--- src/rtl/key_store.sv ---
// Round-key store: captures an 11-entry key schedule from the expansion stage
// and serves encrypt/decrypt-ordered reads. Optional zeroization: KEY_STORE_CLEAR_EN.
module key_store (
    input  logic         clk,
    input  logic         rst_n,
    input  logic         start,
    input  logic [127:0] rk_in,
    input  logic         rk_in_vld,
    output logic [3:0]   round_sel,
    output logic         busy,
    output logic         keys_ready,
    input  logic         rd_en,
    input  logic [3:0]   rd_round,
    input  logic         decrypt,
    output logic [127:0] rk_out,
    output logic         rk_out_vld,
    output logic         rd_err
);

    localparam int unsigned KEY_W     = 128;
    localparam int unsigned NUM_SLOTS = 11;
    localparam int unsigned IDX_W     = 4;
    localparam logic [IDX_W-1:0] LAST_IDX = IDX_W'(NUM_SLOTS - 1);

    typedef enum logic [1:0] {
        IDLE    = 2'd0,
        CAPTURE = 2'd1,
        READY   = 2'd2
    } state_t;

    state_t             state;
    state_t             state_d;
    logic [IDX_W-1:0]   wr_cnt;
    logic [IDX_W-1:0]   wr_cnt_d;
    logic [IDX_W-1:0]   round_sel_d;
    logic               busy_d;
    logic               keys_ready_d;
    logic               slot_we_c;
    logic               rd_ok_c;
    logic               rd_bad_c;
    logic               rd_in_range_c;
    logic [IDX_W-1:0]   rd_slot_c;
    logic [KEY_W-1:0]   slots [NUM_SLOTS];

    // State and write-counter registers
    always_ff @(posedge clk or negedge rst_n) begin
        if (!rst_n) begin
            state  <= IDLE;
            wr_cnt <= '0;
        end else begin
            state  <= state_d;
            wr_cnt <= wr_cnt_d;
        end
    end

    // Next-state, slot write enable and read qualification
    always_comb begin
        state_d       = state;
        wr_cnt_d      = wr_cnt;
        slot_we_c     = 1'b0;
        rd_in_range_c = (rd_round <= LAST_IDX);
        rd_slot_c     = decrypt ? IDX_W'(LAST_IDX - rd_round) : rd_round;

        unique case (state)
            IDLE:  ;
            CAPTURE: begin
                if (rk_in_vld) begin
                    slot_we_c = 1'b1;
                    if (wr_cnt == LAST_IDX) begin
                        state_d  = READY;
                        wr_cnt_d = '0;
                    end else begin
                        wr_cnt_d = wr_cnt + IDX_W'(1);
                    end
                end
            end
            READY: ;
            default: state_d = IDLE;
        endcase

        // A new start abandons whatever was in progress and drops any read
        if (start) begin
            state_d   = CAPTURE;
            wr_cnt_d  = '0;
            slot_we_c = 1'b0;
        end

        busy_d       = (state_d == CAPTURE);
        keys_ready_d = (state_d == READY);
        round_sel_d  = (state_d == CAPTURE) ? wr_cnt_d : '0;

        rd_ok_c  = rd_en && !start && (state == READY) && rd_in_range_c;
        rd_bad_c = rd_en && !start && !((state == READY) && rd_in_range_c);
    end

`ifdef KEY_STORE_CLEAR_EN
    // Zeroizing key storage
    always_ff @(posedge clk or negedge rst_n) begin
        if (!rst_n) begin
            slots <= '{default: '0};
        end else if (start) begin
            slots <= '{default: '0};
        end else if (slot_we_c) begin
            slots[wr_cnt] <= rk_in;
        end
    end
`else
    // Plain key storage; contents survive reset and start
    always_ff @(posedge clk) begin
        if (slot_we_c) begin
            slots[wr_cnt] <= rk_in;
        end
    end
`endif

    // Registered outputs
    always_ff @(posedge clk or negedge rst_n) begin
        if (!rst_n) begin
            round_sel  <= '0;
            busy       <= 1'b0;
            keys_ready <= 1'b0;
            rk_out     <= '0;
            rk_out_vld <= 1'b0;
            rd_err     <= 1'b0;
        end else begin
            round_sel  <= round_sel_d;
            busy       <= busy_d;
            keys_ready <= keys_ready_d;
            rk_out_vld <= rd_ok_c;
            rd_err     <= rd_bad_c;
            if (rd_ok_c) begin
                rk_out <= slots[rd_slot_c];
            end
`ifdef KEY_STORE_CLEAR_EN
            else if (start) begin
                rk_out <= '0;
            end
`endif
        end
    end

endmodule

--- config.mk ---
export PLATFORM = sky130hd
export DESIGN_NAME = key_store
export DESIGN_NICKNAME = d
export VERILOG_FILES = /design/src/rtl/key_store.sv
export SDC_FILE = /design/constraint.sdc
export NUM_CORES = 2
export LEC_CHECK = 0
export CAP_MARGIN = 20
export CORE_MARGIN = 5
export CORE_UTILIZATION = 54
export DETAILED_ROUTE_END_ITERATION = 10
export GPL_TIMING_DRIVEN = 0
export PLACE_DENSITY_LB_ADDON = 0.12
export SYNTH_ARGS = -nofsm -noshare
export SYNTH_HDL_FRONTEND = slang
export SYNTH_SLANG_ARGS = --single-unit
--- constraint.sdc ---
create_clock -name clk -period 7.2 [get_ports clk]
set_input_delay 1.44 -clock clk [delete_from_list [all_inputs] [get_ports clk]]
set_output_delay 1.44 -clock clk [all_outputs]
set_load 0.02 [all_outputs]
Word level (Yosys, flattened, before mapping)
Memory sizes are Yosys's and may differ from the RTL's. A register that Yosys moved wholly into a read port is not among the register bits.
Index checks and enable logic that the tools add are counted.
{"block": "word_totals", "wordCells": 41, "register_bits": 14, "input_bits": 138, "ram_bits": 1408, "n_memories": 1}
{"name": "slots", "words": 11, "word_bits": 128, "read_ports": 1, "rd_clocked_by_memory_dff": 1, "wr": 1, "line": "43", "rtl": "logic [KEY_W-1:0] slots [NUM_SLOTS];"}
{"block": "classes", "reduce_logical": 10, "addsub": 2, "n_eq_ne": 5, "n_mux": 15, "order_cmp": 1}
{"cell": "2-to-1 mux 4 bit", "n": 6}
{"cell": "2-to-1 mux 2 bit", "n": 3}
{"cell": "logical AND 1 bit", "n": 5}
{"cell": "2-to-1 mux 1 bit", "n": 5}
{"cell": "adder 4 x 1 -> 4 bit, second input constant", "n": 1}
{"cell": "== test 2 x 1 -> 1 bit, second input constant", "n": 2}
{"cell": "== test 2 bit, second input constant", "n": 2}
{"cell": "== test 4 bit, second input constant", "n": 1}
{"cell": "<= comparator 4 bit, second input constant", "n": 1}
{"cell": "case mux 2 bit (2 select lines)", "n": 1}
{"cell": "subtractor 4 bit, first input constant", "n": 1}
{"cell": "logical NOT 1 bit", "n": 3}
{"cell": "logical NOT 2 bit", "n": 1}
{"cell": "OR reduction 2 bit", "n": 1}

Longest topological paths before layout
{"block": "depth", "depth_word": 7, "ltp_mapped": 13}

Worst setup path after synthesis
OpenSTA, ideal clock, no wires.
{"block": "synth_path", "path_kind": "input -> register", "start": "in rk_in_vld", "end": "mem slots[1][0] (enable)", "setup_time_ps": 617, "required_ps": 6583, "path_slack_ps": -796, "path_stages": 4, "arrival_ps": 7379, "cell_sequence": "and3b_1 nand2_1 or2_2 nor2_1"}
{"block": "synth_via", "elab_chain_len": 5}
{"element": "start, declared", "line": "8", "rtl": "input logic rk_in_vld,"}
{"element": "2-to-1 mux 1 bit", "line": "67", "rtl": "if (rk_in_vld) begin"}
{"element": "2-to-1 mux 1 bit", "line": "64", "rtl": "unique case (state)"}
{"element": "2-to-1 mux 1 bit", "line": "82", "rtl": "if (start) begin"}
{"element": "2-to-1 mux 1 bit", "line": "110", "rtl": "if (slot_we_c) begin"}
{"element": "2-to-1 mux 1 bit (not written as such)", "line": "111", "rtl": "slots[wr_cnt] <= rk_in;"}
{"element": "end, declared", "line": "43"}
Every way passes these cells.

Worst setup path after layout
{"block": "layout_path", "start": "in rd_round[0]", "end": "reg rk_out[89], read port of slots"}
{"block": "layout_via", "elab_chain_len": 2, "word_cells_on_any_way": 4}
{"element": "start, declared", "line": "13", "rtl": "input logic [3:0] rd_round,"}
{"element": "subtractor 4 bit or <= comparator 4 bit (tied branches)", "line": "62, 61"}
{"element": "2-to-1 mux 4 bit or logical AND 1 bit (tied branches)", "line": "62, 92"}
{"element": "end, declared", "line": "15", "rtl": "output logic [127:0] rk_out,"}
Several ways; a longest one is shown, not always the timed one.

==> metrics.txt <==
Max VDD drop around 260 µV; CTS resizes 0; Yosys reg bits approximately 1600; Yosys cell types 41; maximum clock frequency ~170 MHz; RR Startpoint state[0]; Setup crit end kind register; Multi-input gate area ~13000 µm²; initial antenna violation count 16; CTS Sinks 1550; drt drc 0; die area roughly 120000 µm²; Net Switching 4.21 mW; final hold violations 0; CP required between 7 and 8 ns; Post-synth EDFFs between 1000 and 1500; Synth top area share 70.5%; hold path startpoint rk_out[99]; Lkg Pwr roughly 26 nW; area leader, netlist edfxtp_1; Avg WL per Cell 28.0 µm; first-pass detailed-route iteration total 5; latest clock arrival within the worst-skew pair around 0.75 ns; setup bufs post-CTS 0; CP max stage cell clkbuf_1; final std cells w/o fill roughly 5200; core area 111000 µm²; cell area after synthesis 60000 µm²; Reg area 45800 µm²; internal power approximately 15 mW; RSZ-0062 raised after global routing no; hold path cells 2; pwr dens roughly 270 nW/µm²; final setup fails 0; fillers approximately 7600; Worst Tran Pin Value 0.951 ns; Flop pwr share about half; CP max FO 10; gr ovfl total 0; Synth Flop Type edfxtp_1; delay-heaviest family, CP buffers and inverters; synth top area cells edfxtp_1, mux2i_1, dfrtp_1; share of cells above drive strength 1 a little under a fifth; final WL approximately 150000 µm; Core Util, Final 64.5%; # rows 122; startpoint types input pin; status finished, final reports clean; PortBufs about 270; DRT iter0 DRCs approximately 2700; H-tree levels 4; total track usage 24.7%; WHS Endpoint rk_out[99]; largest net degree at the start of global routing 83; vias post-DR between 30000 and 40000; antenna viol nets, final 0; synthesized net count approximately 3200; CTS tree done; Reg clk slew, reported paths ~0.060 ns; Buf/Inv on CP 9; Ports approximately 270; asr flop ratio synth under 10%; Cells after DPL between 4000 and 5000; Post-CTS Hold Buffers 0; Final Cycle Share between 70% and 80%; post-DR vias/cell between 5 and 6; minimum clock period 5.73 ns; crit-path cells clkdlybuf4s50_1 > buf_4 > buf_6 > buf_4 > buf_2 > inv_1 > ha_1 > mux2i_4 > buf_6 > buf_2 > clkbuf_1 > o21ai_0 > a221oi_2; vias in the first global route between 30000 and 40000; register area share after synthesis 76.4%; gpl congestion roughly 0.77; Slew HR between 30 and 40%; Net Sw Frac 21.7%; DP HPWL approximately 90000 µm; Die Y-Extent ~340 µm; reg2reg end rk_out[50]; Reg2Reg Depth 6; Initial Util 54.3%; CP Class in -> reg; commonest non-fill, non-tap cell in the layout edfxtp_1; NumNets Final around 3700; Num CTS Buffers ~160; buffer depth of the longest clock path 3; delay of the slowest critical-path stage ~0.6 ns; clock skew roughly 0.017 ns; first-pass GRT wire length ~210000 µm; FF-to-FF setup slack between 3 and 4 ns; clk root buf clkbuf_16; Synth Warn # 0; area grow syn2layout 18.9%; pins over their slew limit 0; CP arrival around 6.4 ns; Total Power ~19 mW; Die Wd about 340 µm; commonest non-fill, non-tap cells in the layout edfxtp_1, mux2i_1, clkdlybuf4s50_1; Comb pwr share under 10%; Syn Inst Count around 3100; Max-cap violations 0; syn avg cell area 19.5 µm²; clock share of power between 40% and 50%; Hold Crit Class reg -> reg
-- cell type report --
type	count	area share, %
diodes	7	0.0246
multi-input cells	1346	18.6
inverters	3	0.0158
flip-flops and latches	1550	64.3
plain buffers	171	1.36
clock inverters	59	0.962
repair buffers	343	5.96
clock buffers	235	6.19
well taps	1488	2.61
-- through the flow --
| step | instance area [µm²] | worst slack (ns) | hold slack [ns] | setup TNS (ns) |
|---|---|---|---|---|
| after floorplan | 60000 | -0.796 | 0.569 | -758.82 |
| after global placement | 64600 | -8.14 | 0.559 | -9964.23 |
| after detailed placement | 66200 | 0.746 | 0.552 | 0 |
| after CTS | 71300 | 1.54 | 0.571 | 0 |
| after global routing | 71300 | 1.38 | 0.591 | 0 |
| final | 71300 | 1.47 | 0.580 | 0 |
-- cells by family after synthesis --
family,after synthesis,share of synthesized area [%]
DFF,1550,76.4
muxes,769,15.5
and+or+nand+nor,305,2.05
AOI/OAI and AO/OA,266,4.28
buffers and inverters,174,1.64
xor gates and xnor gates,4,0.0584
adders and majority gates,2,0.0417
-- routing by layer --
metal,GRT usage (%),wire length (µm),vias up
li1,-,-,13333
met1,33.9,59200,15880
met2,40.6,71900,1101
met3,5.97,11500,204
met4,6.32,2920,14
met5,0,80,-
-- how the worst max path moves through the flow --
stage | start | end | slack, ns | cells past startpoint
global route | rd_round[0] | rk_out[89] | 1.38 | 13
CTS | rd_round[0] | rk_out[89] | 1.54 | 13
finish | rd_round[0] | rk_out[89] | 1.47 | 13
global placement | rk_in_vld | slots[5][69] | -8.14 | 5
floorplan | rk_in_vld | slots[1][0] | -0.80 | 4
detailed placement | rd_round[0] | rk_out[89] | 0.75 | 13
-- power by group through the flow --
stage | clock network (mW) | logic [mW] | registers [mW]
after floorplan | 0 | 0.700 | 10.3
after global placement | 0 | 1.35 | 10.2
after detailed placement | 0 | 1.41 | 10.2
after CTS | 8.13 | 1.42 | 10.0
after global routing | 8.51 | 1.50 | 10.0
final | 8.00 | 1.40 | 10.0
-- state kept, by name, indices dropped and copies added, names as in the netlist --
| register | count |
|---|---|
| state | 2 |
| busy | 1 |
| round_sel | 4 |
| slots | 1408 |
| keys_ready | 1 |
| wr_cnt | 4 |
| rk_out | 128 |
| rd_err | 1 |
| rk_out_vld | 1 |
-- synth_stat cells (all sizes together), types with 2 or more instances --
cell type and count:
edfxtp 1408, mux2i 641, nor2 147, dfrtp 142
nand2 138, a221oi 128, mux4 128, o21ai 128
buf 117, clkbuf 54, a21oi 5, inv 3
nand3 3, a21o 2, and3b 2, ha 2
nand2b 2, nand3b 2, or3 2, xnor2 2
xor2 2
-- worst register-to-register path, cell delays in order (launching register included) --
cell and delay [ns]:
dfrtp_1 0.40, nand2b_4 0.17, nor4_4 0.62, nor3b_1 0.61, buf_2 0.71, clkbuf_4 0.46, a221oi_2 0.12
No activity file was read; power rests on OpenSTA's default activity.
